==> src/rtl/alu_pkg.sv <==
// rtl/alu_pkg.sv - op codes, flag bit indices and FSM encodings shared by alu_pipe
//
// Purpose: single source of the decode-stage op code values, the position of
// each bit in the 5-bit flags word, and the state encodings used by alu_pipe
// and alu_muldiv_iter.
// Optional feature macro: ALU_MULDIV_EN (the iterative helpers are only used
// when it is defined).
package alu_pkg;

    // Op codes as produced by the decode stage.
    localparam logic [3:0] OP_ADD  = 4'd0;
    localparam logic [3:0] OP_ADDC = 4'd1;
    localparam logic [3:0] OP_SUB  = 4'd2;
    localparam logic [3:0] OP_AND  = 4'd3;
    localparam logic [3:0] OP_OR   = 4'd4;
    localparam logic [3:0] OP_XOR  = 4'd5;
    localparam logic [3:0] OP_CMP  = 4'd6;
    localparam logic [3:0] OP_LSH  = 4'd7;
    localparam logic [3:0] OP_LSHR = 4'd8;
    localparam logic [3:0] OP_ASHU = 4'd9;
    localparam logic [3:0] OP_MOV  = 4'd10;
    localparam logic [3:0] OP_MUL  = 4'd11;
    localparam logic [3:0] OP_DIVU = 4'd12;
    localparam logic [3:0] OP_REMU = 4'd13;

    // Bit positions inside the flags word {NEG, ZERO, FLAG, LOW, CARRY}.
    localparam int FLG_CARRY = 0;
    localparam int FLG_LOW   = 1;
    localparam int FLG_FLAG  = 2;
    localparam int FLG_ZERO  = 3;
    localparam int FLG_NEG   = 4;

    typedef enum logic [1:0] {
        ST_IDLE = 2'd0,
        ST_ITER = 2'd1,
        ST_DONE = 2'd2
    } state_e;

    typedef enum logic [1:0] {
        MD_MUL  = 2'd0,
        MD_DIVU = 2'd1,
        MD_REMU = 2'd2
    } md_op_e;

    function automatic logic is_iter_op(input logic [3:0] op);
        return (op == OP_MUL) || (op == OP_DIVU) || (op == OP_REMU);
    endfunction

    function automatic md_op_e to_md_op(input logic [3:0] op);
        case (op)
            OP_MUL:  return MD_MUL;
            OP_DIVU: return MD_DIVU;
            default: return MD_REMU;
        endcase
    endfunction

endpackage

==> src/rtl/alu_muldiv_iter.sv <==
// rtl/alu_muldiv_iter.sv - radix-2 iterative unsigned multiply / divide / remainder
//
// Purpose: performs one shift-add (MUL) or restoring-division (DIVU/REMU) step
// per cycle for WIDTH cycles after a start pulse. Built only when ALU_MULDIV_EN
// is defined.
// Ports:
//   clk, reset   clock, synchronous active-high reset (aborts any operation)
//   start_i      latch operands and begin; only pulsed while not busy
//   op_i         MD_MUL / MD_DIVU / MD_REMU
//   a_i, b_i     operands (multiplicand/multiplier, dividend/divisor)
//   last_o       high during the cycle whose clock edge performs the final step
//   done_o       one-cycle pulse after the final step; result_o/flags_o valid
//   result_o     low product, quotient or remainder
//   flags_o      FLAG = product overflow or divide by zero, ZERO for MUL
module alu_muldiv_iter
    import alu_pkg::*;
#(
    parameter int WIDTH = 16
) (
    input  logic             clk,
    input  logic             reset,
    input  logic             start_i,
    input  md_op_e           op_i,
    input  logic [WIDTH-1:0] a_i,
    input  logic [WIDTH-1:0] b_i,
    output logic             last_o,
    output logic             done_o,
    output logic [WIDTH-1:0] result_o,
    output logic [4:0]       flags_o
);

    localparam int               CNT_W    = $clog2(WIDTH);
    localparam logic [CNT_W-1:0] CNT_LAST = CNT_W'(WIDTH - 1);

    md_op_e             op_q, op_d;
    logic [WIDTH-1:0]   opnd_q, opnd_d;
    logic [2*WIDTH-1:0] work_q, work_d;
    logic [CNT_W-1:0]   count_q, count_d;
    logic               busy_q, busy_d;
    logic               done_q, done_d;
    logic               divz_q, divz_d;

    logic [WIDTH:0]     mul_sum;
    logic [WIDTH:0]     div_shift;
    logic               div_ge;
    logic [WIDTH-1:0]   div_rem;

    assign last_o = busy_q && (count_q == CNT_LAST);
    assign done_o = done_q;

    // work_q holds {high product, multiplier} for MUL and {remainder, quotient}
    // for division; both shift one bit per step.
    always_comb begin
        mul_sum   = {1'b0, work_q[2*WIDTH-1:WIDTH]}
                  + (work_q[0] ? {1'b0, opnd_q} : {(WIDTH+1){1'b0}});
        div_shift = {work_q[2*WIDTH-1:WIDTH], work_q[WIDTH-1]};
        div_ge    = div_shift >= {1'b0, opnd_q};
        // Low bits of the difference are exact even though bit WIDTH is dropped.
        div_rem   = div_shift[WIDTH-1:0] - opnd_q;
    end

    always_comb begin
        op_d    = op_q;
        opnd_d  = opnd_q;
        work_d  = work_q;
        count_d = count_q;
        busy_d  = busy_q;
        done_d  = 1'b0;
        divz_d  = divz_q;
        if (start_i) begin
            op_d    = op_i;
            busy_d  = 1'b1;
            count_d = '0;
            divz_d  = (b_i == '0);
            if (op_i == MD_MUL) begin
                opnd_d = a_i;
                work_d = {{WIDTH{1'b0}}, b_i};
            end else begin
                opnd_d = b_i;
                work_d = {{WIDTH{1'b0}}, a_i};
            end
        end else if (busy_q) begin
            if (op_q == MD_MUL) begin
                work_d = {mul_sum, work_q[WIDTH-1:1]};
            end else begin
                // A zero divisor always "fits", giving an all-ones quotient and
                // leaving the dividend as the remainder.
                work_d = {(div_ge ? div_rem : div_shift[WIDTH-1:0]),
                          work_q[WIDTH-2:0], div_ge};
            end
            count_d = count_q + 1'b1;
            if (last_o) begin
                busy_d = 1'b0;
                done_d = 1'b1;
            end
        end
    end

    always_ff @(posedge clk) begin
        if (reset) begin
            op_q    <= MD_MUL;
            opnd_q  <= '0;
            work_q  <= '0;
            count_q <= '0;
            busy_q  <= 1'b0;
            done_q  <= 1'b0;
            divz_q  <= 1'b0;
        end else begin
            op_q    <= op_d;
            opnd_q  <= opnd_d;
            work_q  <= work_d;
            count_q <= count_d;
            busy_q  <= busy_d;
            done_q  <= done_d;
            divz_q  <= divz_d;
        end
    end

    always_comb begin
        result_o = '0;
        flags_o  = '0;
        case (op_q)
            MD_MUL: begin
                result_o           = work_q[WIDTH-1:0];
                flags_o[FLG_FLAG]  = |work_q[2*WIDTH-1:WIDTH];
                flags_o[FLG_ZERO]  = (work_q[WIDTH-1:0] == '0);
            end
            MD_DIVU: begin
                result_o          = work_q[WIDTH-1:0];
                flags_o[FLG_FLAG] = divz_q;
            end
            MD_REMU: begin
                result_o          = work_q[2*WIDTH-1:WIDTH];
                flags_o[FLG_FLAG] = divz_q;
            end
            default: begin
                result_o = '0;
                flags_o  = '0;
            end
        endcase
    end

endmodule

==> src/rtl/alu_pipe.sv <==
// rtl/alu_pipe.sv - registered ALU with valid/ready handshake, flags and tag passthrough
//
// Purpose: single-cycle arithmetic/logic/shift ops with latency 1; with
// ALU_MULDIV_EN defined, iterative MUL/DIVU/REMU with latency WIDTH+2.
// Without ALU_MULDIV_EN those ops report invalid_op and the FSM stays in IDLE.
// Ports:
//   clk, reset             clock, synchronous active-high reset
//   in_valid / in_ready    request handshake
//   op, a, b, carry_in     operation select and operands
//   tag_in                 opaque tag returned with the result
//   out_valid / out_ready  result handshake; outputs hold while stalled
//   result, flags          registered result and {NEG,ZERO,FLAG,LOW,CARRY}
//   invalid_op             op code not supported
//   tag_out                tag of the current result
module alu_pipe
    import alu_pkg::*;
#(
    parameter int WIDTH = 16,
    parameter int TAG_W = 4
) (
    input  logic             clk,
    input  logic             reset,
    input  logic             in_valid,
    output logic             in_ready,
    input  logic [3:0]       op,
    input  logic [WIDTH-1:0] a,
    input  logic [WIDTH-1:0] b,
    input  logic             carry_in,
    input  logic [TAG_W-1:0] tag_in,
    output logic             out_valid,
    input  logic             out_ready,
    output logic [WIDTH-1:0] result,
    output logic [4:0]       flags,
    output logic             invalid_op,
    output logic [TAG_W-1:0] tag_out
);

    localparam int SHW = $clog2(WIDTH);
    localparam int MSB = WIDTH - 1;

    state_e           state_q, state_d;
    logic             out_valid_q, out_valid_d;
    logic [WIDTH-1:0] result_q, result_d;
    logic [4:0]       flags_q, flags_d;
    logic             invalid_q, invalid_d;
    logic [TAG_W-1:0] tag_q, tag_d;

    logic             accept;
    logic             iter_op;

    logic [WIDTH-1:0] sc_result;
    logic [4:0]       sc_flags;
    logic             sc_invalid;
    logic             cin_eff;
    logic [WIDTH:0]   sum_ext;
    logic [WIDTH:0]   diff_ext;
    logic [WIDTH-1:0] neg_b;
    logic             amt_big;
    logic             neg_big;

    assign in_ready   = (state_q == ST_IDLE) && (!out_valid_q || out_ready);
    assign accept     = in_valid && in_ready;

    assign out_valid  = out_valid_q;
    assign result     = result_q;
    assign flags      = flags_q;
    assign invalid_op = invalid_q;
    assign tag_out    = tag_q;

`ifdef ALU_MULDIV_EN
    logic             md_start;
    logic             md_last;
    logic             md_done;
    logic [WIDTH-1:0] md_result;
    logic [4:0]       md_flags;
    logic [TAG_W-1:0] iter_tag_q, iter_tag_d;

    assign iter_op  = is_iter_op(op);
    assign md_start = accept && iter_op;

    alu_muldiv_iter #(
        .WIDTH (WIDTH)
    ) u_muldiv (
        .clk      (clk),
        .reset    (reset),
        .start_i  (md_start),
        .op_i     (to_md_op(op)),
        .a_i      (a),
        .b_i      (b),
        .last_o   (md_last),
        .done_o   (md_done),
        .result_o (md_result),
        .flags_o  (md_flags)
    );
`else
    assign iter_op = 1'b0;
`endif

    // Single-cycle datapath.
    always_comb begin
        cin_eff    = (op == OP_ADDC) && carry_in;
        sum_ext    = {1'b0, a} + {1'b0, b} + {{WIDTH{1'b0}}, cin_eff};
        diff_ext   = {1'b0, a} - {1'b0, b};
        neg_b      = -b;
        // Any bit above the shift-index field means a shift of WIDTH or more.
        amt_big    = |b[WIDTH-1:SHW];
        neg_big    = |neg_b[WIDTH-1:SHW];
        sc_result  = '0;
        sc_flags   = '0;
        sc_invalid = 1'b0;
        case (op)
            OP_ADD, OP_ADDC: begin
                sc_result           = sum_ext[WIDTH-1:0];
                sc_flags[FLG_CARRY] = sum_ext[WIDTH];
                sc_flags[FLG_FLAG]  = (a[MSB] == b[MSB]) && (sum_ext[MSB] != a[MSB]);
                sc_flags[FLG_ZERO]  = (sum_ext[WIDTH-1:0] == '0);
            end
            OP_SUB: begin
                sc_result           = diff_ext[WIDTH-1:0];
                sc_flags[FLG_CARRY] = diff_ext[WIDTH];
                sc_flags[FLG_FLAG]  = (a[MSB] != b[MSB]) && (diff_ext[MSB] != a[MSB]);
                sc_flags[FLG_ZERO]  = (diff_ext[WIDTH-1:0] == '0);
            end
            OP_AND: begin
                sc_result          = a & b;
                sc_flags[FLG_ZERO] = ((a & b) == '0);
            end
            OP_OR: begin
                sc_result          = a | b;
                sc_flags[FLG_ZERO] = ((a | b) == '0);
            end
            OP_XOR: begin
                sc_result          = a ^ b;
                sc_flags[FLG_ZERO] = ((a ^ b) == '0);
            end
            OP_CMP: begin
                sc_flags[FLG_NEG]  = $signed(a) < $signed(b);
                sc_flags[FLG_LOW]  = a < b;
                sc_flags[FLG_ZERO] = (a == b);
            end
            OP_LSH: begin
                if (!amt_big) sc_result = a << b[SHW-1:0];
            end
            OP_LSHR: begin
                if (!amt_big) sc_result = a >> b[SHW-1:0];
            end
            OP_ASHU: begin
                if (!b[MSB]) begin
                    if (!amt_big) sc_result = a << b[SHW-1:0];
                end else if (neg_big) begin
                    sc_result = {WIDTH{a[MSB]}};
                end else begin
                    // Kept out of a ternary so the shift stays signed.
                    sc_result = $signed(a) >>> neg_b[SHW-1:0];
                end
            end
            OP_MOV: begin
                sc_result = b;
            end
            default: begin
                sc_invalid = 1'b1;
            end
        endcase
    end

    // FSM next state and output register next state.
    always_comb begin
        state_d     = state_q;
        out_valid_d = out_valid_q;
        result_d    = result_q;
        flags_d     = flags_q;
        invalid_d   = invalid_q;
        tag_d       = tag_q;
`ifdef ALU_MULDIV_EN
        iter_tag_d  = iter_tag_q;
`endif
        if (out_valid_q && out_ready) begin
            out_valid_d = 1'b0;
        end
        case (state_q)
            ST_IDLE: begin
                // Loading over a result being consumed this cycle gives
                // back-to-back throughput with no bubble.
                if (accept && !iter_op) begin
                    out_valid_d = 1'b1;
                    result_d    = sc_result;
                    flags_d     = sc_flags;
                    invalid_d   = sc_invalid;
                    tag_d       = tag_in;
                end
`ifdef ALU_MULDIV_EN
                if (accept && iter_op) begin
                    state_d    = ST_ITER;
                    iter_tag_d = tag_in;
                end
`endif
            end
`ifdef ALU_MULDIV_EN
            ST_ITER: begin
                if (md_last) state_d = ST_DONE;
            end
            ST_DONE: begin
                state_d = ST_IDLE;
                if (md_done) begin
                    out_valid_d = 1'b1;
                    result_d    = md_result;
                    flags_d     = md_flags;
                    invalid_d   = 1'b0;
                    tag_d       = iter_tag_q;
                end
            end
`endif
            default: begin
                state_d = ST_IDLE;
            end
        endcase
    end

    always_ff @(posedge clk) begin
        if (reset) begin
            state_q     <= ST_IDLE;
            out_valid_q <= 1'b0;
            result_q    <= '0;
            flags_q     <= '0;
            invalid_q   <= 1'b0;
            tag_q       <= '0;
`ifdef ALU_MULDIV_EN
            iter_tag_q  <= '0;
`endif
        end else begin
            state_q     <= state_d;
            out_valid_q <= out_valid_d;
            result_q    <= result_d;
            flags_q     <= flags_d;
            invalid_q   <= invalid_d;
            tag_q       <= tag_d;
`ifdef ALU_MULDIV_EN
            iter_tag_q  <= iter_tag_d;
`endif
        end
    end

endmodule

==> config.mk <==
export PLATFORM = sky130hd
export DESIGN_NAME = alu_pipe
export DESIGN_NICKNAME = d
export VERILOG_FILES = /design/src/rtl/alu_pkg.sv /design/src/rtl/alu_muldiv_iter.sv /design/src/rtl/alu_pipe.sv
export SDC_FILE = /design/constraint.sdc
export NUM_CORES = 1
export LEC_CHECK = 0
export CAP_MARGIN = 25
export CORE_MARGIN = 2
export CORE_UTILIZATION = 43
export DETAILED_ROUTE_END_ITERATION = 8
export PLACE_DENSITY_LB_ADDON = 0.15
export REMOVE_ABC_BUFFERS = 1
export SLEW_MARGIN = 0
export SYNTH_ARGS = -nofsm -noshare
export SYNTH_HDL_FRONTEND = slang
export SYNTH_SLANG_ARGS = --single-unit
export TNS_END_PERCENT = 100
==> constraint.sdc <==
create_clock -name clk -period 4.8 [get_ports clk]
set_input_delay 0.96 -clock clk [delete_from_list [all_inputs] [get_ports clk]]
set_output_delay 0.96 -clock clk [all_outputs]
set_load 0.01 [all_outputs]
==> key figures <==
Timing
  – Slew Viols, Final: 0
  – Rel. slew slack: 0.384
  – Worst Max-Slew Pin Slew: 0.921 ns
  – Setup TNS: 0 ns
  – Final period utilization: 0.937
  – Unrepaired setup endpoints after global routing: no
  – Setup WS post-layout: 0.302 ns
  – Final hold vios: 0
  – Setup Skew: 0.00278 ns
  – Setup Viol. Count Final: 0
  – Minimum clock period: between 4 and 5 ns
  – Max Freq: around 220 MHz

Clocking
  – Skew-Pair Late Insertion Delay: 0.27 ns
  – # clock sinks: 27
  – CTS resizes: 0
  – Root buf cell: clkbuf_16
  – TritonCTS clock tree: built
  – Clock transition at the registers of the reported paths: ~0.070 ns
  – Hold buffer count at CTS: 0
  – Max clock buf depth: 2
  – Post-CTS Setup Inserts: 0
  – H-tree depth: 1
  – TritonCTS Buffers: 3

GRT
  – Vias in the first global route: 7088
  – Initial antenna violation count: 0
  – First-pass GRT wire length: 43300 um
  – Largest net degree at the start of global routing: 49
  – Total track usage: 0.341
  – Grt total ovfl: 0

Synth
  – Simple-Gate Fraction of Synth Area: 0.269
  – Synth cell types: 81
  – Yosys top cell area share: 0.0928
  – Synth warnings: 0
  – Synth Area in Compound Gates: 0.316
  – Most common cell in the netlist: nor2_1
  – EDFF count, synth: 0
  – Top cells by count, synth: nor2_1 (107), nand2_1 (85), o21ai_0 (71)
  – Synthesized flop and latch total: 27
  – Cells after Synth: about 950
  – Post-Synth Adder-Cell Area: 0.102
  – Synth area leader: ha_1
  – Primary FF master, synth: dfxtp_1
  – Syn Area/Cell: 7.08 um2
  – Post-synthesis mux area share: 0.129
  – Post-synthesis sequential area ratio: 0.0802
  – XOR/XNOR Fraction of Synth Area: 0.0260
  – Synth Cell Area: 6740 um2
  – Async set or reset register ratio after synthesis: 0
  – Main combinational cell family by area after synthesis: compound AO/OA/AOI/OAI gates
  – Synth area leaders: ha_1 (9.3%), dfxtp_1 (8.0%), mux4_2 (7.0%)

Min path
  – Worst Hold Class: reg2reg

Worst setup path
  – Highest fanout seen on the critical path: 4
  – Worst Path Required: ~5 ns
  – Worst Setup Path Type: in2reg
  – Crit path max-delay family: simple AND/OR/NAND/NOR gates
  – CP cell instances: clkdlybuf4s50_1 > nor2_1 > nand3_1 > fa_1 > inv_1 > fa_1 > nand2b_1 > a2111oi_0 > o2111ai_1 > or4b_2 > nor4_1 > o2111ai_1 > nand3_1
  – CP Buf/Inv Count: 2
  – CP startpoint kind: input pin
  – Max incr delay on CP: about 0.7 ns
  – Slowest stage cell, crit path: or4b_2
  – Crit path DAT: ~4.7 ns
  – CP endpoint kind: flip-flop

Placement
  – GPL Wtd Cong: 1.05
  – Detailed placer's ending HPWL: 22700 um
  – Placement Setup Slack: just over 0.08 ns
  – Port Buffer Count: 72

Power
  – Combinational power share: 0.653
  – Leak Pwr: 3.09 nW
  – Pwr Total: 1.27 mW
  – P_sw: 592 uW
  – Worst VDD drop: 0.000124 V
  – Switching share of power: 0.466
  – Pint: 678 uW
  – Sequential fraction of design power: 0.189
  – Clk pwr share: 0.158
  – P per Cell Area: about 160 nW/um2

Finish
  – Fill count: 1554
  – Ant diodes: 0
  – Fin nets: between 1000 and 1500
  – Area delta synth->final: 18.0%
  – Share of cells above drive strength 1: 0.125
  – Fin util: 0.521

Die
  – # IOs: 73
  – Core area: 15300 um2
  – Die X: 129 um
  – Die Footprint: 16700 um2
  – Rows: 45
  – Die height: 129 um
  – Initial core utilization: 0.442

Detailed routing
  – Routed WL per cell: between 20 and 25 um
  – Iter 0 DRT Violations: 1210
  – Post-route DRC: 0
  – Via Count: between 7000 and 8000
  – Drt first pass iters: 5
  – Total wire length: roughly 29000 um
  – Via density: 6.51
  – Antenna Violating Nets Remaining: 0

Flow run
  – Maxcap violations: 0

Status
  – Outcome: finished clean
==> worst reg2reg max path: stages, from the launching register on <==
cell and delay (ns):
dfxtp_1 0.33, nand2b_1 0.13, a21bo_2 0.27, a21oi_1 0.37
o2111ai_1 0.20, or4b_2 0.69, nor4_1 0.26, o2111ai_1 0.17
nand3_1 0.11
==> per-layer routing <==
metal / global-route usage / vias to the layer above / share of wire
li1: - / 3685 / -
met1: 0.490 / 3635 / 0.42
met2: 0.515 / 547 / 0.42
met3: 0.0566 / 87 / 0.12
met4: 0.120 / 0 / 0.043
met5: 0 / - / 0
==> worst paths after layout <==
check,cells past startpoint,slack (ns),startpoint,endpoint
max,13,0.30,op[3],flags[3]$_SDFFE_PP0P_
min,2,0.45,tag_out[1]$_SDFFE_PP0P_,tag_out[1]$_SDFFE_PP0P_
max reg2reg,8,2.21,out_valid$_SDFFE_PP0P_,flags[3]$_SDFFE_PP0P_
min reg2reg,2,0.45,tag_out[1]$_SDFFE_PP0P_,tag_out[1]$_SDFFE_PP0P_
==> metrics by stage <==
stage,hold WS [ns],instance area (um2),cells
3_3_place_gp,0.443,7870,1217
3_5_place_dp,0.446,7870,1217
5_1_grt,0.474,7950,1221
2_1_floorplan,0.474,6390,867
4_1_cts,0.456,7950,1221
6_report,0.454,7950,1221
==> cell usage in the layout, fill, tap and decap left out, types with 8 or more instances in the layout <==
cell type and instances:
o21ai_0 71, nand4_1 11, clkdlybuf4s50_1 70, a221o_1 11, a311oi_1 8, or3_1 10
a221oi_1 14, mux4_2 21, a211o_1 10, o211ai_1 22, nand2b_1 15, inv_1 46
nor2b_1 15, nor4_1 21, a211oi_1 12, dfxtp_1 27, nand3_1 21, mux2i_1 29
and2_1 11, nand2_1 85, ha_1 50, a31oi_1 13, a21oi_1 55, nor3_1 26
o2111ai_1 8, buf_4 67, xnor2_1 16, nor2_1 107, o21a_1 9
==> final cells by class <==
| class | count | area (um2) | share of cell area |
|---|---|---|---|
| clock buffers | 3 | 75.1 | 0.00944 |
| clock inverters | 1 | 5.00 | 0.000629 |
| inverters | 48 | 180 | 0.0227 |
| multi-input cells | 792 | 5670 | 0.713 |
| flip-flops and latches | 27 | 541 | 0.0680 |
| well taps | 211 | 264 | 0.0332 |
| repair buffers | 139 | 1210 | 0.153 |
==> state kept, by name (all words and copies together) (netlist names) <==
register	count
invalid_op	1
tag_out	4
result	16
out_valid	1
flags	5
==> cells by family (layout without fill, tap and decap cells) <==
group                      after synthesis  count (layout)
and+or+nand+nor                        357             357
buffers and inverters                  133             191
xor gates and xnor gates                20              20
adders and majority gates               53              53
DFF                                     27              27
AOI/OAI and AO/OA                      305             305
muxes                                   57              57
==> power by group through the flow <==
stage	sequential, mW	combinational [mW]	clock (mW)
global route	0.241	0.888	0.209
CTS	0.240	0.804	0.201
global placement	0.245	0.802	0
floorplan	0.249	0.461	0
finish	0.240	0.829	0.201
detailed placement	0.245	0.800	0
Power figures use the tool's default switching activity.
